<file path="config.mk">
export PLATFORM = sky130hd
export DESIGN_NAME = cnn_window_addr_gen
export DESIGN_NICKNAME = d
export VERILOG_FILES = /design/src/rtl/cnn_pkg.sv /design/src/rtl/cnn_counter.sv /design/src/rtl/cnn_window_addr_gen.sv
export SDC_FILE = /design/constraint.sdc
export NUM_CORES = 1
export LEC_CHECK = 0
export BUFFER_PORTS_ARGS = -buffer_cell sky130_fd_sc_hd__buf_2
export CORE_MARGIN = 2
export CORE_UTILIZATION = 47
export DETAILED_ROUTE_END_ITERATION = 16
export PLACE_DENSITY_LB_ADDON = 0.05
export REMOVE_ABC_BUFFERS = 1
export SKIP_CTS_REPAIR_TIMING = 1
export SLEW_MARGIN = 15
export SYNTH_ARGS = -nofsm -noshare
export SYNTH_HDL_FRONTEND = slang
export SYNTH_SLANG_ARGS = --single-unit
export TNS_END_PERCENT = 1
</file>
<file path="constraint.sdc">
create_clock -name clk_i -period 1.7 [get_ports clk_i]
set_input_delay 0.255 -clock clk_i [delete_from_list [all_inputs] [get_ports clk_i]]
set_output_delay 0.255 -clock clk_i [all_outputs]
set_load 0.005 [all_outputs]
</file>
<file path="src/rtl/cnn_pkg.sv">
// Shared types and helpers for the convolution window address generator.
package cnn_pkg;

   typedef enum logic {
      IDLE = 1'b0,
      RUN  = 1'b1
   } cnn_agen_state_e;

   // Number of window positions along one axis for a valid (unpadded) convolution.
   function automatic int cnn_out_dim(input int size, input int kernel, input int stride);
      return (size - kernel) / stride + 1;
   endfunction

endpackage

</file>
<file path="src/rtl/cnn_counter.sv">
// Enabled wrap-around counter; pulse_o marks the enabled step that wraps back to zero.
module cnn_counter #(
   parameter int max_p = 4,
   parameter int stride_p = 1,
   localparam int count_width_lp = (max_p > 1) ? $clog2(max_p) : 1
) (
   input  logic                      clk_i,
   input  logic                      reset_i,
   input  logic                      en_i,
   output logic [count_width_lp-1:0] count_o,
   output logic                      pulse_o
);

   logic [count_width_lp-1:0] count_q;
   logic                      wrap;

   assign wrap    = (int'(count_q) + stride_p) >= max_p;
   assign pulse_o = en_i & wrap;
   assign count_o = count_q;

   always_ff @(posedge clk_i) begin
      if (reset_i) begin
         count_q <= '0;
      end else if (en_i) begin
         count_q <= wrap ? '0 : count_q + count_width_lp'(stride_p);
      end
   end

endmodule

</file>
<file path="src/rtl/cnn_window_addr_gen.sv">
// Walks a square kernel window over a single-channel feature map and streams
// the row-major read address of every tap, with first/last-of-window flags.
module cnn_window_addr_gen
   import cnn_pkg::*;
#(
   parameter int width_p = 8,
   parameter int height_p = 8,
   parameter int kernel_p = 3,
   parameter int stride_p = 1,
   parameter int addr_width_p = $clog2(width_p * height_p)
) (
   input  logic                    clk_i,
   input  logic                    reset_i,
   input  logic                    start_i,
   input  logic                    ready_i,
   output logic                    v_o,
   output logic [addr_width_p-1:0] addr_o,
   output logic                    first_o,
   output logic                    last_o,
   output logic                    busy_o,
   output logic                    done_o
);

   localparam int out_w_lp = cnn_out_dim(width_p, kernel_p, stride_p);
   localparam int out_h_lp = cnn_out_dim(height_p, kernel_p, stride_p);
   localparam int kw_lp    = (kernel_p > 1) ? $clog2(kernel_p) : 1;
   localparam int ow_lp    = (out_w_lp > 1) ? $clog2(out_w_lp) : 1;
   localparam int oh_lp    = (out_h_lp > 1) ? $clog2(out_h_lp) : 1;

   localparam logic [kw_lp-1:0] kmax_lp = kw_lp'(kernel_p - 1);

   typedef logic [addr_width_p-1:0] addr_t;

   if (((width_p - kernel_p) % stride_p) != 0 || ((height_p - kernel_p) % stride_p) != 0
       || kernel_p > width_p || kernel_p > height_p) begin : g_bad_cfg
      $error("cnn_window_addr_gen: kernel/stride do not tile the feature map");
   end

   cnn_agen_state_e state_q, state_n;
   logic            done_q, done_n;
   logic            handshake;

   logic [kw_lp-1:0] kx_cnt, ky_cnt;
   logic [ow_lp-1:0] ox_cnt;
   logic [oh_lp-1:0] oy_cnt;
   logic             kx_pulse, ky_pulse, ox_pulse, oy_pulse;

   assign handshake = v_o & ready_i;

   // Nested loops: each counter advances when the one below it wraps.
   cnn_counter #(.max_p(kernel_p), .stride_p(1)) u_kx (
      .clk_i(clk_i), .reset_i(reset_i), .en_i(handshake), .count_o(kx_cnt), .pulse_o(kx_pulse)
   );

   cnn_counter #(.max_p(kernel_p), .stride_p(1)) u_ky (
      .clk_i(clk_i), .reset_i(reset_i), .en_i(kx_pulse), .count_o(ky_cnt), .pulse_o(ky_pulse)
   );

   cnn_counter #(.max_p(out_w_lp), .stride_p(1)) u_ox (
      .clk_i(clk_i), .reset_i(reset_i), .en_i(ky_pulse), .count_o(ox_cnt), .pulse_o(ox_pulse)
   );

   cnn_counter #(.max_p(out_h_lp), .stride_p(1)) u_oy (
      .clk_i(clk_i), .reset_i(reset_i), .en_i(ox_pulse), .count_o(oy_cnt), .pulse_o(oy_pulse)
   );

   always_ff @(posedge clk_i) begin
      if (reset_i) begin
         state_q <= IDLE;
         done_q  <= 1'b0;
      end else begin
         state_q <= state_n;
         done_q  <= done_n;
      end
   end

   // The outermost wrap pulse can only occur on the handshake of the final tap.
   always_comb begin
      state_n = state_q;
      done_n  = 1'b0;
      case (state_q)
         IDLE: begin
            if (start_i) state_n = RUN;
         end
         RUN: begin
            if (oy_pulse) begin
               state_n = IDLE;
               done_n  = 1'b1;
            end
         end
         default: state_n = IDLE;
      endcase
   end

   assign v_o     = (state_q == RUN);
   assign busy_o  = (state_q == RUN);
   assign done_o  = done_q;
   assign first_o = v_o & (kx_cnt == '0) & (ky_cnt == '0);
   assign last_o  = v_o & (kx_cnt == kmax_lp) & (ky_cnt == kmax_lp);

   // Stride lives here rather than in the counters; every term stays below width*height.
   assign addr_o = (addr_t'(oy_cnt) * addr_t'(stride_p) + addr_t'(ky_cnt)) * addr_t'(width_p)
                 + addr_t'(ox_cnt) * addr_t'(stride_p) + addr_t'(kx_cnt);

endmodule

</file>
==> flow_results.org, run 1 <==
** Timing
- Clock Skew :: 1.332 ps
- Worst slew margin :: 79.48%
- Derived from the worst setup path, the maximum achievable clock frequency is 461.4 MHz.
- For the pin with the worst max-slew slack, the measured transition is 306.3 ps.
- The final critical path takes up 127.5% of the cycle.
- Worst Slack Setup Final :: -467.4 ps
- Post-layout minimum cycle time :: 2167 ps
- The number of max-slew violations in the final report was 0.
- Final hold vios :: 0
- Setup violations remaining at the end of the flow were counted as 7.
- Unrepaired setup endpoints after global routing :: yes

** Synthesis
- Synthesized-area fraction occupied by adder cells :: 16.35%
- A synthesized cell averages 8.049 um2.
- The synthesized netlist devotes 5.609% of its cell area to XOR and XNOR gates.
- The portion of synthesized area spent on multiplexers is 0%.
- The synthesized netlist devotes 13.14% of its cell area to compound gates.
- In the synthesized netlist, the number of instances is 97.
- Netlist Area Pre-Place :: 780.7 um2
- After synthesis, the largest family of logic cells by area is simple AND/OR/NAND/NOR gates.
- After synthesis, the netlist uses 27 different library cells.
- For this run, the number of Yosys warnings is 0.
- Sequential elements use 30.77% of the synthesized area.
- Of the total synthesized cell area, the portion taken by AND, OR, NAND and NOR gates is 27.72%.
- After synthesis the netlist holds a flip-flop and latch count of 12.

** Floorplanning
- The die is 44.76 um tall.
- Pin placement for this block handled 15 I/O pins.
- The core region is 0.001524 mm2.
- The die is 44.76 um wide.
- Overall die area :: 0.002003 mm2
- For this configuration, the core starts out at a cell density of 51.23%.
- Row Count :: 14

** Worst setup path
- Critical path type :: reg -> out
- Critical path launch point type :: flip-flop
- Reg2reg setup slack :: -50 ps
- Data required time at the worst endpoint :: 1440 ps
- Cell breakdown of the critical path :: ha_4 > inv_2 > fa_1 > nor4b_2 > xnor2_1 > buf_2
- In this design, the stage delay of the slowest critical-path cell is 500 ps.
- Largest driver fanout on the critical path :: 2
- Worst setup EP type :: output port
- Arr. time, crit path :: 1910 ps
- Cell with the largest stage delay on the worst path :: sky130_fd_sc_hd__fa_1

** Global routing
- Overall routing resource usage :: 19.30%
- Initial antenna violation count :: 0
- Total overflow reported by the global router :: 0
- The number of global-route vias before repair was 670.
- Entering global routing, the biggest net connects 14 pins.
- The first global-routing pass estimated 2829 um of wire.

** Clock tree
- Clock tree from TritonCTS :: built
- CTS clk-pin slew, worst paths :: 80 ps
- Htree depth :: 1
- TritonCTS created 3 clock buffers.
- Worst skew pair latency :: 280 ps
- The tree is rooted in a sky130_fd_sc_hd__clkbuf_4.
- The clock passes through at most 2 buffers.
- Total number of clock tree sinks :: 12

** Final layout
- Total area of multi-input combinational cells :: 516.7 um2
- The final layout contains 141 nets.
- Counting the fill cells in the layout gives 134.
- Final cell area excluding filler cells :: 0.001035 mm2
- The library cell used most frequently in the layout, excluding fill and tap cells, is sky130_fd_sc_hd__buf_4.
- Measured on the finished design, the core utilization comes to 67.90%.
- In the layout the commonest cells are 15 x sky130_fd_sc_hd__buf_4, 14 x sky130_fd_sc_hd__buf_2, 13 x sky130_fd_sc_hd__nor2_1, 13 x sky130_fd_sc_hd__a21oi_1.
- Storage element area :: 245.2 um2
- Synthesis-to-layout area growth :: 32.53%
- Antenna diode instance count :: 0
- Proportion of layout cells with a drive suffix above 1 :: 36.22%

** Pwr
- Dividing total power by cell area gives a power density of 538.1 mW/mm2.
- Total Power Consumption :: 0.5568 mW
- Summed over all cells, the static leakage comes to 0.4356 nW.
- Worst VDD drop :: 0.5050 mV

** Routing
- Dividing the detail-routed via count by the number of cells gives 5.245.
- Count of TritonRoute iterations in the first routing pass :: 4
- Vias :: 750
- Residual DRC count :: 0
- Sum of routed wire length over all layers :: 1700 um
- The count of nets left with antenna violations once routing finished came out at 0.
- The detailed router finished its first iteration with 14 violations.
- Mean routed wirelength per cell :: 11.89 um

** Run status
- The checks that failed: negative setup slack.
- Outcome :: complete, but fails checks

** Worst hold path
- Worst Hold Class :: in -> reg

** Placement
- Detailed placement ended at an HPWL of 1292 um.
- Post-Place Setup Slack :: -211.7 ps
- The placed instances occupy a cell area of 967.2 um2.
- PortBufs :: 14
- At the end of routability-driven placement, the weighted congestion stood at 0.7986.

** Flow run
- The tool flagged a number of max-cap violations equal to 0.
## logic make-up after synthesis
logic type,count (synthesis)
and+or+nand+nor,41
buffers and inverters,12
adders and majority gates,9
DFF,12
xor gates and xnor gates,5
AOI/OAI and AO/OA,18
## cell usage after synthesis, drive strengths merged
cell / instances / share of area [%]
nor3: 5 / 3.2
xor2: 2 / 2.2
nand2b: 1 / 0.80
nand3: 3 / 1.9
nor2: 13 / 6.3
or2b: 1 / 0.96
clkbuf: 1 / 0.48
nand4: 1 / 1.6
a31oi: 1 / 0.80
or3: 4 / 3.2
a311oi: 1 / 1.1
inv: 9 / 4.3
and2b: 1 / 1.3
nand2: 8 / 3.8
a21oi: 13 / 8.3
a211o: 1 / 1.1
xnor2: 3 / 3.4
nor4b: 1 / 1.1
dfxtp: 12 / 31
buf: 2 / 1.6
fa: 2 / 5.1
o21ai: 1 / 0.64
o32ai: 1 / 1.1
and4bb: 1 / 1.6
nor3b: 2 / 1.9
ha: 7 / 11
## registers in the layout, summed over array words and instances (netlist names)
signal / cells
u_ox.count_o: 3
u_oy.count_o: 3
u_kx.count_o: 2
u_ky.count_o: 2
busy_o: 1
done_o: 1
## power breakdown
part	switching [mW]	internal, mW	leakage [nW]
combinational	0.0208	0.0174	0.315
sequential	0.00251	0.284	0.0992
clock	0.101	0.130	0.0210
## layout make-up
type | instances | area share, %
Multi-Input combinational cell | 73 | 49.94
Sequential cell | 12 | 23.70
Timing Repair Buffer | 29 | 17.65
Clock buffer | 4 | 3.507
Inverter | 9 | 3.265
Tap cell | 16 | 1.935
## stage by stage
| step | setup TNS [ps] | std cells | hold WS (ps) |
|---|---|---|---|
| 3_5_place_dp | -274.7 | 139 | 533.5 |
| 2_1_floorplan | -78.91 | 94 | 324.1 |
| 5_1_grt | -1682 | 143 | 243.5 |
| 4_1_cts | -1164 | 143 | 246.4 |
| 6_report | -997.4 | 143 | 246.1 |
| 3_3_place_gp | -125.5 | 139 | 534.4 |
## layer usage
| layer | vias up | GRT usage (%) | share of wire, % |
|---|---|---|---|
| li1 | 396 | - | - |
| met1 | 332 | 26.37 | 50 |
| met2 | 17 | 30.14 | 44 |
| met3 | 5 | 2.400 | 4.2 |
| met4 | 0 | 9.091 | 1.7 |
| met5 | - | 0 | 0 |
## path summary, 6_finish.rpt
check / from / endpoint / cells past startpoint
setup / recovery: u_oy.count_o[0] / addr_o[5] / 6
hold / removal: start_i / busy_o / 3
setup reg to reg: u_ox.count_o[1] / u_oy.count_o[1] / 6
hold reg to reg: u_oy.count_o[2] / u_oy.count_o[2] / 2
## critical path, delay by kind of cell, from the launching register on
kind	cells	cell delay (ps)
AND/OR/NAND/NOR	1	320
adder cells (fa/ha/maj)	2	640
XOR/XNOR	1	150
flip-flops	1	360
buffers and inverters	2	160
Note: power is estimated with default switching activity, not from simulation.
==> inputs of run 2 (changes only) <==
Clock period 1.7 ns to 2.2 ns, I/O delays scaled along.
==> run 2 against run 1 <==
Routed wire length shrank 11%. Critical path type unchanged. Utilization decreased by 7.5 points. The flow still finishes with violations (negative setup slack). Via count down 8.5%. Critical path depth unchanged. Largest cell class unchanged.
==> flow_results.org, run 2 (synthesis gave the netlist of run 1 again) <==
** Floorplanning
- After floorplanning, the core was divided into 14 placement rows.
- Overall die width :: 44.76 um
- Initial cell density of the core :: 51.23%
- 15 I/O pins were placed.
- Overall die height :: 44.76 um
- Core box area :: 0.001524 mm2
- The floorplan step defined a die boundary enclosing 0.002003 mm2.

** Timing
- Derived from the worst setup path, the maximum achievable clock frequency is 449.8 MHz.
- Pins over their slew limit :: 0
- Post-layout minimum cycle time :: 2223 ps
- Unrepaired setup endpoints after global routing :: yes
- Headroom to the max-slew limit came out at 79.07%.
- Setup violation total in the final timing report :: 1
- Worst Hold Slack :: 334.5 ps
- Final hold vios :: 0
- In the finished design, the share of the clock period the worst path needs comes to 101.1%.
- In the post-route analysis, the smallest setup slack over all paths is -23.26 ps.
- Transition at the pin with the smallest max-transition slack :: 312.5 ps
- For the final database, setup skew stands at 1.633 ps.

** Routing
- Antenna Violating Nets Remaining :: 0
- The final layout contains routed wiring with a total length of 1516 um.
- Vias :: 686
- The detailed router finished its first iteration with 11 violations.
- In the final routed layout, each cell accounts on average for 11.75 um.
- Count of TritonRoute iterations in the first routing pass :: 4
- Residual DRC count :: 0
- In the routed layout, each cell is associated on average with a via count of 5.318.

** Clock tree
- Buffer levels on the longest clock path :: 2
- Counting every sink on the clock net gives 12.
- Buffers inserted during clock tree synthesis total 3.
- For the worst-skew pair, the clock arrives at the later sink with an insertion delay of 270 ps.
- After clock tree synthesis, the clock-pin slew on the worst setup and hold paths is 70 ps.
- In this run the number of H-tree levels came out at 1.
- Root Driver :: sky130_fd_sc_hd__clkbuf_4
- TritonCTS built the clock tree.

** Final layout
- Commonest non-fill, non-tap cell in the layout :: sky130_fd_sc_hd__buf_2
- Relative to the synthesized area, the layout overhead comes to 17.95%.
- Cells fill 60.43% of the core in the end.
- The final layout contains 128 nets.
- Cells with a size suffix above 1 make up 25.66% of the layout.
- Final cell area excluding filler cells :: 920.9 um2
- The repair_antennas step left the layout with diodes totalling 0.
- In the layout the commonest cells are 14 x sky130_fd_sc_hd__buf_2, 13 x sky130_fd_sc_hd__nor2_1, 13 x sky130_fd_sc_hd__a21oi_1.

** Global routing
- The number of global-route vias before repair is 560.
- The number of antenna violations at the first check in global routing is 0.
- Total overflow reported by the global router :: 0
- Global routing consumed, on the met1 layer, 24.00% of the routing resources.
- The global routing stage identified its most utilized layer as met2.
- First-pass GRT wire length :: 2477 um
- Global routing used 2.400% of the available met3 tracks.
- Global routing used 25.22% of the available met2 tracks.
- Entering global routing, the biggest net connects 14 pins.
- Overall routing resource usage :: 16.82%

** Placement
- Placed standard-cell area :: 854.6 um2
- DP HPWL :: 1137 um
- Routability-driven placement finished with a final weighted congestion of 0.7475.
- The count of buffers added on input and output ports is 14.
- Prior to clock tree synthesis, the placed netlist has a worst setup slack of 177.5 ps.

** Worst hold path
- In this run the worst hold path is classified as in -> reg.

** Run status
- Violations in the final reports :: negative setup slack
- Outcome :: complete, but fails checks

** Worst setup path
- Critical path launch point type :: flip-flop
- Critical path type :: reg -> out
- Data arrives at the worst endpoint at 1890 ps.
- STA classifies the critical path endpoint as an output port.
- Data required time at the worst endpoint :: 1870 ps
- Of all nets on the critical path, the largest fanout is 3.

** Pwr
- Summed over all cells, the static leakage comes to 0.3693 nW.
- In this run the power density over the cells is 411.6 mW/mm2.
- Total Power Consumption :: 0.3790 mW
- Worst VDD drop :: 0.3378 mV

** Flow run
- Number of max-cap violations :: 0
## run 2: cell count changes in the layout (fill, tap and decap cells not counted), sizes merged
cell    delta
buf       -13
clkbuf     -1
## run 2: routing by layer
metal	up-vias	wire [um]
li1	363	-
met1	301	798
met2	20	602
met3	2	100
met4	0	15
met5	-	0
## run 2: power breakdown
| part | total (mW) | internal, mW | switching [mW] |
|---|---|---|---|
| registers | 0.222 | 0.217 | 0.00485 |
| clock network | 0.135 | 0.0633 | 0.0712 |
| logic | 0.0223 | 0.00994 | 0.0124 |
## run 2: critical path, cell delays in order (launching register included)
cell,delay (ps)
sky130_fd_sc_hd__dfxtp_4,360
sky130_fd_sc_hd__ha_4,130
sky130_fd_sc_hd__inv_2,30
sky130_fd_sc_hd__fa_1,520
sky130_fd_sc_hd__nor4b_2,320
sky130_fd_sc_hd__xnor2_1,140
sky130_fd_sc_hd__buf_2,120
## run 2: per-stage QoR
step                std cells  setup TNS [ps]
detailed placement        124               0
CTS                       127          -124.0
global placement          124               0
finish                    129          -23.26
global route              129          -96.78
floorplan                  94               0
## run 2: worst paths after layout
kind	start	end	slack, ps	cells after the start
worst max register to register	u_ox.count_o[1]	u_oy.count_o[1]	360	6
worst min-delay path	start_i	busy_o	330	3
worst min register to register	u_oy.count_o[1]	u_oy.count_o[1]	480	2
worst max-delay path	u_ky.count_o[0]	addr_o[5]	-20	6
## run 2: final cells by class
cell class	instances	area, um2
Fill cell	146	603.1
Multi-Input combinational cell	73	509.2
Sequential cell	12	250.2
Timing Repair Buffer	16	85.08
Inverter	9	33.78
Clock buffer	3	22.52
Tap cell	16	20.02
